## config.mk

```make
export PLATFORM = sky130hd
export DESIGN_NAME = alu_seq_ctrl
export DESIGN_NICKNAME = d
export VERILOG_FILES = /design/src/rtl/alu_pkg.sv /design/src/rtl/alu_wdog_cnt.sv /design/src/rtl/alu_seq_ctrl.sv
export SDC_FILE = /design/constraint.sdc
export NUM_CORES = 1
export LEC_CHECK = 0
export ABC_AREA = 1
export BUFFER_PORTS_ARGS = -buffer_cell sky130_fd_sc_hd__buf_4
export CAP_MARGIN = 20
export CORE_ASPECT_RATIO = 1.25
export CORE_MARGIN = 5
export CORE_UTILIZATION = 47
export CTS_BUF_LIST = sky130_fd_sc_hd__clkbuf_16
export DETAILED_ROUTE_END_ITERATION = 8
export GPL_TIMING_DRIVEN = 1
export HOLD_SLACK_MARGIN = 0.05
export PLACE_DENSITY = 0.85
export SLEW_MARGIN = 20
export SYNTH_ARGS = -nofsm -noshare
export SYNTH_HDL_FRONTEND = slang
export SYNTH_SLANG_ARGS = --single-unit
```

## constraint.sdc

```tcl
create_clock -name i_clk -period 2.1 [get_ports i_clk]
set_clock_uncertainty 0.1 [all_clocks]
set_input_delay 0.42 -clock i_clk [delete_from_list [all_inputs] [get_ports i_clk]]
set_output_delay 0.42 -clock i_clk [all_outputs]
set_load 0.02 [all_outputs]
```

## src/rtl/alu_pkg.sv

```systemverilog
// Shared definitions for the ALU sequencing/stall controller:
// op-mode and state encodings plus the watchdog abort result.
package alu_pkg;

    localparam int unsigned DATA_W = 32;
    localparam int unsigned MODE_W = 3;

    typedef enum logic [MODE_W-1:0] {
        OP_IDLE        = 3'd0,
        OP_LOGIC       = 3'd1,
        OP_SHIFT       = 3'd2,
        OP_COMPARE     = 3'd3,
        OP_INT_ADD_SUB = 3'd4,
        OP_INT_MUL     = 3'd5,
        OP_INT_DIV     = 3'd6,
        OP_ILLEGAL     = 3'd7
    } op_mode_e;

    typedef enum logic [1:0] {
        ST_IDLE  = 2'd0,
        ST_ISSUE = 2'd1,
        ST_WAIT  = 2'd2,
        ST_DONE  = 2'd3
    } state_e;

    localparam logic [DATA_W-1:0] TIMEOUT_RESULT = 32'hFFFF_FFFF;

endpackage

```

## src/rtl/alu_wdog_cnt.sv

```systemverilog
// Watchdog for multi-cycle ALU ops: counts enabled cycles since the last clear and
// flags the cycle in which the TIMEOUT_CYCLES-th enabled cycle occurs (0 = disabled).
module alu_wdog_cnt #(
    parameter int unsigned TIMEOUT_CYCLES = 64
) (
    input  logic i_clk,
    input  logic i_rst,
    input  logic i_clear,
    input  logic i_enable,
    output logic o_expired_c
);

    localparam int unsigned CNT_W = (TIMEOUT_CYCLES == 0) ? 1 : $clog2(TIMEOUT_CYCLES + 1);
    localparam int unsigned LAST  = (TIMEOUT_CYCLES == 0) ? 0 : TIMEOUT_CYCLES - 1;
    localparam logic        ARMED = (TIMEOUT_CYCLES != 0);

    logic [CNT_W-1:0] r_cnt;
    logic             w_at_last;

    assign w_at_last   = (r_cnt == CNT_W'(LAST));
    assign o_expired_c = ARMED && i_enable && w_at_last;

    // Saturates at the last count; the FSM leaves WAIT on expiry anyway
    always_ff @(posedge i_clk) begin
        if (i_rst || i_clear) begin
            r_cnt <= '0;
        end else if (i_enable && !w_at_last) begin
            r_cnt <= r_cnt + CNT_W'(1);
        end
    end

endmodule

```

## src/rtl/alu_seq_ctrl.sv

```systemverilog
// ALU sequencing/stall controller: registers single-cycle results, launches and waits on
// int_mul/int_div with a watchdog, and holds results until downstream takes them.
module alu_seq_ctrl
    import alu_pkg::*;
#(
    parameter int unsigned TIMEOUT_CYCLES = 64
) (
    input  logic              i_clk,
    input  logic              i_rst,
    input  logic              i_valid,
    input  logic [MODE_W-1:0] i_op_mode,
    input  logic              i_rem_sel,
    input  logic [DATA_W-1:0] i_comb_result,
    output logic              o_stall,
    output logic              o_mul_start,
    output logic              o_div_start,
    input  logic              i_mul_valid,
    input  logic [DATA_W-1:0] i_mul_result,
    input  logic              i_div_valid,
    input  logic [DATA_W-1:0] i_div_quot,
    input  logic [DATA_W-1:0] i_div_rem,
    input  logic              i_stall,
    output logic              o_valid,
    output logic [DATA_W-1:0] o_result,
    output logic              o_illegal,
    output logic              o_timeout
);

    state_e            r_state,     w_state_nxt;
    logic              r_valid,     w_valid_nxt;
    logic [DATA_W-1:0] r_result,    w_result_nxt;
    logic              r_mul_start, w_mul_start_nxt;
    logic              r_div_start, w_div_start_nxt;
    logic              r_illegal,   w_illegal_nxt;
    logic              r_timeout,   w_timeout_nxt;
    logic              r_is_div,    w_is_div_nxt;
    logic              r_rem_sel,   w_rem_sel_nxt;

    op_mode_e          w_mode;
    logic              w_sel_valid;
    logic [DATA_W-1:0] w_sel_result;
    logic              w_wd_clear;
    logic              w_wd_en;
    logic              w_wd_expired;

    assign w_mode       = op_mode_e'(i_op_mode);
    // Only the unit launched by this op may complete it
    assign w_sel_valid  = r_is_div ? i_div_valid : i_mul_valid;
    assign w_sel_result = r_is_div ? (r_rem_sel ? i_div_rem : i_div_quot) : i_mul_result;

    alu_wdog_cnt #(
        .TIMEOUT_CYCLES (TIMEOUT_CYCLES)
    ) u_wdog (
        .i_clk       (i_clk),
        .i_rst       (i_rst),
        .i_clear     (w_wd_clear),
        .i_enable    (w_wd_en),
        .o_expired_c (w_wd_expired)
    );

    // Next-state, next-output and issue-stage stall
    always_comb begin
        w_state_nxt     = r_state;
        w_valid_nxt     = r_valid;
        w_result_nxt    = r_result;
        w_mul_start_nxt = 1'b0;
        w_div_start_nxt = 1'b0;
        w_illegal_nxt   = 1'b0;
        w_timeout_nxt   = r_timeout;
        w_is_div_nxt    = r_is_div;
        w_rem_sel_nxt   = r_rem_sel;
        w_wd_clear      = 1'b0;
        w_wd_en         = 1'b0;
        o_stall         = 1'b0;

        case (r_state)
            ST_IDLE, ST_DONE: begin
                if (r_state == ST_DONE && i_stall) begin
                    o_stall = 1'b1;
                end else if (i_valid) begin
                    case (w_mode)
                        OP_LOGIC, OP_SHIFT, OP_COMPARE, OP_INT_ADD_SUB: begin
                            w_state_nxt  = ST_DONE;
                            w_valid_nxt  = 1'b1;
                            w_result_nxt = i_comb_result;
                        end
                        OP_INT_MUL, OP_INT_DIV: begin
                            w_state_nxt     = ST_ISSUE;
                            w_valid_nxt     = 1'b0;
                            w_is_div_nxt    = (w_mode == OP_INT_DIV);
                            w_rem_sel_nxt   = i_rem_sel;
                            w_mul_start_nxt = (w_mode == OP_INT_MUL);
                            w_div_start_nxt = (w_mode == OP_INT_DIV);
                            o_stall         = 1'b1;
                        end
                        OP_ILLEGAL: begin
                            w_state_nxt   = ST_IDLE;
                            w_valid_nxt   = 1'b0;
                            w_illegal_nxt = 1'b1;
                        end
                        default: begin
                            w_state_nxt = ST_IDLE;
                            w_valid_nxt = 1'b0;
                        end
                    endcase
                end else begin
                    w_state_nxt = ST_IDLE;
                    w_valid_nxt = 1'b0;
                end
            end
            ST_ISSUE: begin
                o_stall     = 1'b1;
                w_wd_clear  = 1'b1;
                w_state_nxt = ST_WAIT;
            end
            ST_WAIT: begin
                o_stall = 1'b1;
                if (w_sel_valid) begin
                    w_state_nxt  = ST_DONE;
                    w_valid_nxt  = 1'b1;
                    w_result_nxt = w_sel_result;
                end else begin
                    w_wd_en = 1'b1;
                    if (w_wd_expired) begin
                        w_state_nxt   = ST_DONE;
                        w_valid_nxt   = 1'b1;
                        w_result_nxt  = TIMEOUT_RESULT;
                        w_timeout_nxt = 1'b1;
                    end
                end
            end
            default: begin
                w_state_nxt = ST_IDLE;
                w_valid_nxt = 1'b0;
            end
        endcase
    end

    // State and registered outputs
    always_ff @(posedge i_clk) begin
        if (i_rst) begin
            r_state     <= ST_IDLE;
            r_valid     <= 1'b0;
            r_result    <= '0;
            r_mul_start <= 1'b0;
            r_div_start <= 1'b0;
            r_illegal   <= 1'b0;
            r_timeout   <= 1'b0;
            r_is_div    <= 1'b0;
            r_rem_sel   <= 1'b0;
        end else begin
            r_state     <= w_state_nxt;
            r_valid     <= w_valid_nxt;
            r_result    <= w_result_nxt;
            r_mul_start <= w_mul_start_nxt;
            r_div_start <= w_div_start_nxt;
            r_illegal   <= w_illegal_nxt;
            r_timeout   <= w_timeout_nxt;
            r_is_div    <= w_is_div_nxt;
            r_rem_sel   <= w_rem_sel_nxt;
        end
    end

    assign o_valid     = r_valid;
    assign o_result    = r_result;
    assign o_mul_start = r_mul_start;
    assign o_div_start = r_div_start;
    assign o_illegal   = r_illegal;
    assign o_timeout   = r_timeout;

endmodule

```

==> impl_metrics.yaml, run 1 <==
run_status:
  status: "finished clean"
detailed_routing:
  ant_nets: 0
  drc: 0
  wire_per_inst_um: 14.5
  drt_pass1_iterations: 4
  first_iter_violations: 161
  vias: 4400
  viasPerCell: 5.14
  wl_um: 12400
synthesis:
  syn_nets: 747
  syn_area_per_cell_sq_um: 5.82
  syn_area_sq_um: 3520
  synth_seq_cells: 48
  synth_area_leaders: "dfxtp_1, nand2_1, nand3_1"
  yosysUniqueCellTypes: 26
  synth_top_cell_area_share: 0.273
  ys_seq_area_frac: 0.273
  synth_top_area_cell: "dfxtp_1"
  ys_warn_count: 0
  syn_inst: 605
timing:
  tns_ns: 0
  max_slew_margin: 0.769
  min_period_over_period: 0.968
  setup_viol_count_final: 0
  hold_viol: 0
  finalMaxSlewViolations: 0
  rsz0062_at_grt: "no"
  clock.fmax_mhz: 492
  period_minus_slack_ns: 2.03
  worst_pin_slew_ns: 0.346
worst_setup_path:
  cp-start-kind: "flop"
  cpPeakStageDelay_ns: 0.36
  crit_slowest_cell: "dfxtp_2"
  crit_path_max_fanout: 6
  critPathKind: "reg -> out"
  path_cells: "inv_1 -> ha_2 -> inv_1 -> nor2_2 -> nand2_1 -> buf_4"
  cp.arrival_ns: 1.51
  end_kind: "output port"
  cpMostUsedCell: "inv_1"
  required_ns: 1.58
job:
  drv_cap: 0
cells_and_area:
  syn_to_final_growth_pct: 42.5
  final_area_sq_um: 5020
  nets: 905
  fillers: 687
  diodes: 0
  drive_above_1_share: 0.313
grt:
  grt_max_degree: 36
  grt_pass1_wl_um: 19300
  antenna_found_initial: 0
  grt-ovfl-total: 0
  track_usage: 0.261
  grt_pass1_vias: 4146
clock_network:
  cts_tree: "built"
  clkTransAtPathRegs_ns: 0.07
  insertion_delay_ns: 0.29
  cts_sinks: 48
  htreeDepth: 2
  cts_buffers: 5
  cts_buffer_depth: 2
  cts_hold_buf: 0
  clockRootBuffer: "clkbuf_16"
  post_cts_buffers: 0
floorplanning:
  core_area_sq_um: 7360
  die_x_um: 87.4
  placementRows: 35
  die_h_um: 107
  start_util: 0.479
  num_io_pins: 176
  dieArea_sq_um: 9330
power:
  power_density_nw_per_um2: 1110
  power.leakage_nw: 2.70
  switchingPower_mw: 2.55
  share_comb_of_total_power: 0.614
  switching_share: 0.458
  power_mw: 5.56
  p_int_mw: 3.01
  peakVddDrop_v: 0.000946
  seqPwrFrac: 0.242
  power.share.clock: 0.144
placement:
  dp_hpwl_um: 9680
  dpl_cell_area_sq_um: 4870
  port_buffers: 175
  gp_congestion: 0.925
worst_hold_path:
  hold_class: "in -> reg"
[cells in the final DEF, fill, tap and decap left out, types with 3 or more instances in the layout]
cell type | Yosys | final
a21oi_1 | 42 | 42
nor2_1 | 77 | 76
nand3_1 | 102 | 102
or2_2 | 30 | 30
nand2_1 | 152 | 152
clkbuf_16 | 0 | 5
o21ai_0 | 10 | 10
inv_1 | 82 | 82
buf_4 | 0 | 185
nand2_4 | 3 | 3
nor2_4 | 3 | 3
ha_1 | 4 | 3
nor3_1 | 5 | 5
dfxtp_1 | 48 | 47
[stage by stage]
step	utilization	cells	setup slack (ns)	hold slack (ns)
3_3_place_gp	0.662	848	0.326	0.349
6_report	0.682	856	0.0664	0.196
4_1_cts	0.682	856	0.0176	0.203
3_5_place_dp	0.662	848	0.211	0.371
2_1_floorplan	-	605	0.416	0.338
5_1_grt	0.682	856	0.0149	0.203
[routing by layer]
layer	share of wire	wire, um	vias to the layer above	track usage
met5	0	0	-	0
met4	0.034	426	0	0.105
met3	0.11	1330	29	0.0576
met2	0.51	6340	236	0.475
met1	0.35	4330	1947	0.286
li1	-	-	2188	-
[power groups by stage]
stage | sequential [mW] | clock, mW | combinational, mW
after detailed placement | 1.36 | 0 | 3.36
after floorplan | 1.59 | 0 | 2.13
after global placement | 1.35 | 0 | 3.27
after CTS | 1.35 | 0.805 | 3.39
after global routing | 1.38 | 0.850 | 3.76
final | 1.35 | 0.799 | 3.41
[sequential cells by signal (all words and copies together) (netlist names)]
| register | cells |
|---|---|
| r_state | 2 |
| r_rem_sel | 1 |
| o_timeout | 1 |
| o_result | 32 |
| o_valid | 1 |
| o_mul_start | 1 |
| r_is_div | 1 |
| o_div_start | 1 |
| o_illegal | 1 |
| u_wdog.r_cnt | 7 |
[layout make-up]
| type | instances | area (sq um) | area share |
|---|---|---|---|
| inverter | 84 | 318 | 0.0633 |
| clock inverter | 3 | 18.8 | 0.00374 |
| sequential | 48 | 962 | 0.192 |
| multi-input combinational | 437 | 2050 | 0.409 |
| clock buffer | 5 | 125 | 0.0249 |
| timing repair buffer | 187 | 1430 | 0.285 |
| tap | 92 | 115 | 0.0229 |
[worst paths after layout]
kind,from,end,slack (ns),cells past startpoint
setup / recovery,r_state[0],o_stall,0.07,6
setup reg to reg,r_state[0],o_result[17],0.23,10
hold / removal,i_rst,r_state[0],0.20,2
hold reg to reg,u_wdog.r_cnt[6],u_wdog.r_cnt[6],0.39,2
[repair_timing]
action	4_1_cts	5_1_grt
setup endpoints to repair	1	1
pin swaps	0	1
gates resized for setup	1	2
[worst max-delay path, delay by kind of cell (launching register included)]
family | cells | cell delay [ns]
DFF | 1 | 0.36
buffers and inverters | 3 | 0.28
adders and majority gates | 1 | 0.36
and+or+nand+nor | 2 | 0.22
[kinds of logic (layout without fill, tap and decap cells)]
group,Yosys count,count (layout),synth area share
simple gates,377,377,0.486
fa+ha+maj,4,4,0.0142
compound gates,56,56,0.0810
buf+inv,120,279,0.146
flops,48,48,0.273
[Yosys cell counts (all sizes together)]
| cell | count |
|---|---|
| or2 | 30 |
| a21oi | 42 |
| buf | 16 |
| dfxtp | 48 |
| o21bai | 1 |
| inv | 84 |
| clkbuf | 20 |
| o21ai | 12 |
| nand4 | 1 |
| nand3 | 104 |
| nor2 | 81 |
| nand2 | 156 |
| a21boi | 1 |
| nor3 | 5 |
| ha | 4 |
No activity file was read; power rests on OpenSTA's default activity.
==> run 2, diff against run 1 <==
==> constraint.sdc (replaced) <==
create_clock -name i_clk -period 2.3 [get_ports i_clk]
set_clock_uncertainty 0.1 [all_clocks]
set_input_delay 0.46 -clock i_clk [delete_from_list [all_inputs] [get_ports i_clk]]
set_output_delay 0.46 -clock i_clk [all_outputs]
set_load 0.02 [all_outputs]
==> impl_metrics.yaml, run 2 (synthesis results as in run 1) <==
placement:
  dp_slack_ns: 0.290
  gp_congestion: 0.972
  port_buffers: 175
  dp_hpwl_um: 10400
worst_hold_path:
  whs_path_depth: 2
  holdPathEnd: "r_state[0]"
  hp-start: "i_rst"
  hold_class: "in -> reg"
detailed_routing:
  wl_um: 13200
  drc: 0
  vias: 4389
  ant_nets: 0
  first_iter_violations: 240
  drt_pass1_iterations: 5
  wire_per_inst_um: 15.4
  viasPerCell: 5.15
cells_and_area:
  nets: 902
  final_common_cell: "buf_4"
  seqCellArea_sq_um: 961
  diodes: 0
  fillers: 664
  multi_input_area_sq_um: 2050
  largest_reg_flops: 32
  syn_to_final_growth_pct: 42.4
  drive_above_1_share: 0.306
  layout_common_cells: "buf_4, nand2_1, nand3_1"
clock_network:
  clockRootBuffer: "clkbuf_16"
  cts_hold_buf: 0
  cts_sinks: 48
  cts_tree: "built"
  clkTransAtPathRegs_ns: 0.07
  ctsResizeCount: 0
  htreeDepth: 2
  insertion_delay_ns: 0.29
  post_cts_buffers: 0
  cts_buffer_depth: 2
  cts_buffers: 5
grt:
  antenna_found_initial: 0
  grt-ovfl-total: 0
  grt_max_degree: 36
  track_usage: 0.273
  grt_pass1_vias: 4236
  grt_pass1_wl_um: 20000
timing:
  worst_pin_slew_ns: 0.953
  clock.fmax_mhz: 455
  setup_ws_ns: 0.104
  period_minus_slack_ns: 2.20
  min_period_over_period: 0.955
  rsz0062_at_grt: "no"
  setup_viol_count_final: 0
  max_slew_margin: 0.364
  finalMaxSlewViolations: 0
  tns_ns: 0
  hold_viol: 0
power:
  power.leakage_nw: 2.71
  p_int_mw: 2.82
  switching_share: 0.456
  seqPwrFrac: 0.238
  share_comb_of_total_power: 0.599
  power.share.clock: 0.163
  peakVddDrop_v: 0.000970
  switchingPower_mw: 2.37
  power_density_nw_per_um2: 1030
worst_setup_path:
  cp.arrival_ns: 1.64
  r2r-start: "r_state[0]"
  end_kind: "output port"
  critPathKind: "reg -> out"
  required_ns: 1.74
  cp-start-kind: "flop"
  crit_path_max_fanout: 6
  worst_r2r_path_depth: 9
  worstReg2RegEnd: "o_result[10]"
  r2r_slack_ns: 0.22
job:
  drv_cap: 0
floorplanning:
  die_x_um: 87.4
  core_area_sq_um: 7360
  start_util: 0.479
  num_io_pins: 176
  dieArea_sq_um: 9330
  die_h_um: 107
  placementRows: 35
run_status:
  status: "finished clean"
-- run 2: stage by stage --
stage	total power [mW]	area [sq um]	utilization	cells	hold slack, ns
after floorplan	3.40	3520	-	605	0.338
after CTS	5.18	5010	0.681	853	0.257
final	5.19	5010	0.681	853	0.255
after global placement	4.25	4850	0.659	845	0.350
after global routing	5.56	5010	0.681	853	0.262
after detailed placement	4.33	4850	0.659	845	0.355
-- run 2: worst max path at each step --
stage / from / end / slack, ns / depth (start not counted)
5_1_grt: r_state[0] / o_result[27] / 0.05 / 9
4_1_cts: r_state[0] / o_stall / 0.11 / 6
2_1_floorplan: r_state[0] / o_result[1] / 0.62 / 10
3_5_place_dp: r_state[0] / o_result[13] / 0.29 / 10
6_report: r_state[0] / o_stall / 0.10 / 6
3_3_place_gp: i_op_mode[1] / o_result[28] / 0.32 / 8
-- run 2: per-layer routing --
metal / routed length (um) / track usage / up-vias / part of all wire
li1: - / - / 2180 / -
met1: 4560 / 0.285 / 1913 / 0.35
met2: 6720 / 0.495 / 256 / 0.51
met3: 1260 / 0.0646 / 40 / 0.096
met4: 622 / 0.141 / 0 / 0.047
met5: 0 / 0 / - / 0
-- run 2: layout make-up --
cell class                 instances  area share
sequential                        48       0.192
multi-input combinational        437       0.408
inverter                          84      0.0634
timing repair buffer             184       0.281
tap                               92      0.0230
clock inverter                     3     0.00849
clock buffer                       5      0.0250
-- run 2: worst max-delay path: stages, from the launching register on --
cell and delay (ns):
dfxtp_1 0.39, inv_1 0.07, ha_1 0.38, inv_1 0.06, nor2_1 0.19, nand2_1 0.09, buf_4 0.16
-- run 2: power groups by stage --
stage          registers, mW  clock network (mW)  logic (mW)
6_report                1.24               0.843        3.11
5_1_grt                 1.25               0.875        3.43
4_1_cts                 1.23               0.853        3.10
3_5_place_dp            1.25                   0        3.08
3_3_place_gp            1.24                   0        3.00
2_1_floorplan           1.46                   0        1.95
==> run 3, diff against run 2 <==
--- a/config.mk
+++ b/config.mk
@@ -8,7 +8,6 @@
 export ABC_AREA = 1
 export BUFFER_PORTS_ARGS = -buffer_cell sky130_fd_sc_hd__buf_4
 export CAP_MARGIN = 20
-export CORE_ASPECT_RATIO = 1.25
 export CORE_MARGIN = 5
 export CORE_UTILIZATION = 47
 export CTS_BUF_LIST = sky130_fd_sc_hd__clkbuf_16
==> impl_metrics.yaml, run 3 (synthesis results as in run 1) <==
run_status:
  status: "finished clean"
timing:
  period_minus_slack_ns: 2.17
  min_period_over_period: 0.941
  finalMaxSlewViolations: 0
  rsz0062_at_grt: "no"
  hold_viol: 0
  clock.fmax_mhz: 462
  setup_viol_count_final: 0
  max_slew_margin: 0.595
  setup_ws_ns: 0.135
  timing.hold.ws_ns: 0.272
  tns_ns: 0
  worst_pin_slew_ns: 0.607
worst_hold_path:
  whs_path_depth: 2
  hold_class: "in -> reg"
  hp-start: "i_rst"
  holdPathEnd: "r_state[0]"
floorplanning:
  start_util: 0.483
  die_x_um: 96.6
  core_area_sq_um: 7290
  placementRows: 31
  dieArea_sq_um: 9320
  num_io_pins: 176
  die_h_um: 96.6
detailed_routing:
  wire_per_inst_um: 14.1
  drc: 0
  ant_nets: 0
  wl_um: 12200
  viasPerCell: 5.11
  vias: 4441
  first_iter_violations: 299
  drt_pass1_iterations: 5
grt:
  grt_pass1_wl_um: 19200
  track_usage: 0.257
  antenna_found_initial: 0
  grt-ovfl-total: 0
  grt_max_degree: 36
  grt_pass1_vias: 4330
cells_and_area:
  syn_to_final_growth_pct: 44.2
  largest_reg_flops: 32
  nets: 911
  drive_above_1_share: 0.316
  final_area_sq_um: 5080
  final_common_cell: "buf_4"
  diodes: 0
  layout_common_cells: "buf_4, nand2_1, nand3_1"
worst_setup_path:
  r2r-start: "r_state[0]"
  cpMostUsedCell: "inv_1"
  cpPeakStageDelay_ns: 0.39
  crit_path_max_fanout: 6
  crit_slowest_cell: "dfxtp_1"
  worstSetupStartpoint: "r_state[0]"
  cp-start-kind: "flop"
  required_ns: 1.74
  end_kind: "output port"
  worstReg2RegEnd: "o_result[3]"
  path_cells: "inv_1 -> ha_2 -> inv_1 -> nor2_1 -> nand2_1 -> buf_4"
  worst_r2r_path_depth: 10
  cp.arrival_ns: 1.61
  crit_buf_inv: 3
  critical-path-top-delay-family: "flip-flops"
  r2r_slack_ns: 0.38
  critPathKind: "reg -> out"
power:
  power_density_nw_per_um2: 1010
  power.leakage_nw: 2.75
  peakVddDrop_v: 0.000557
job:
  drv_cap: 0
placement:
  dp_slack_ns: 0.361
  dp_hpwl_um: 9480
  port_buffers: 175
  dpl_cell_area_sq_um: 4910
  gp_congestion: 0.919
clock_network:
  clkTransAtPathRegs_ns: 0.06
  cts_tree: "built"
  cts_buffer_depth: 2
  cts_sinks: 48
  cts_buffers: 5
  insertion_delay_ns: 0.28
  htreeDepth: 2
  post_cts_buffers: 0
  clockRootBuffer: "clkbuf_16"
run 3: cell count changes in the layout (fill, tap and decap cells not counted), sizes merged:
cell | before | now
buf | 184 | 193
inv | 84 | 85
clkinv | 2 | 1
run 3: what timing repair did:
item | 4_1_cts | 5_1_grt
endpoints found under the setup margin | 0 | 1
hold buffers | 0 | 0
gates resized for setup | 0 | 1
run 3: where the power goes:
group          switching [mW]  internal [mW]  leakage, nW
sequential              0.144           1.08        0.395
combinational            1.86           1.24         2.27
clock                   0.300          0.507       0.0850
run 3: layer usage:
metal | GRT usage | share of wire | wire length [um] | up-vias
met2 | 0.464 | 0.48 | 5880 | 221
met4 | 0.0794 | 0.023 | 276 | 0
met3 | 0.0658 | 0.11 | 1370 | 31
met1 | 0.297 | 0.38 | 4690 | 1992
met5 | 0 | 0 | 0 | -
li1 | - | - | - | 2197
run 3: stage by stage:
stage	utilization	power (mW)	std cells
floorplan	-	3.40	605
global placement	0.673	4.21	861
detailed placement	0.673	4.31	861
CTS	0.696	5.12	869
global route	0.696	5.56	869
finish	0.696	5.13	869
run 3: how the worst max path moves through the flow:
stage          slack, ns  depth (start not counted)           end
2_1_floorplan       0.62                         10   o_result[1]
3_3_place_gp        0.45                         10  o_result[31]
3_5_place_dp        0.36                         10  o_result[25]
4_1_cts             0.12                          6       o_stall
5_1_grt             0.02                          6       o_stall
6_report            0.13                          6       o_stall
run 3: worst reg2reg max path: stages (launching register included):
cell,delay (ns)
dfxtp_1,0.39
inv_1,0.07
ha_2,0.20
buf_4,0.18
o21ai_1,0.27
inv_1,0.12
nand2_2,0.09
nor2_4,0.04
buf_4,0.18
nor2_1,0.11
nor2_1,0.06
run 3: area by class of cell:
class                      instances  area, sq um
tap                               99          124
clock buffer                       5          125
timing repair buffer             193         1460
fill                             648         2220
inverter                          84          318
clock inverter                     3         38.8
multi-input combinational        437         2050
sequential                        48          961
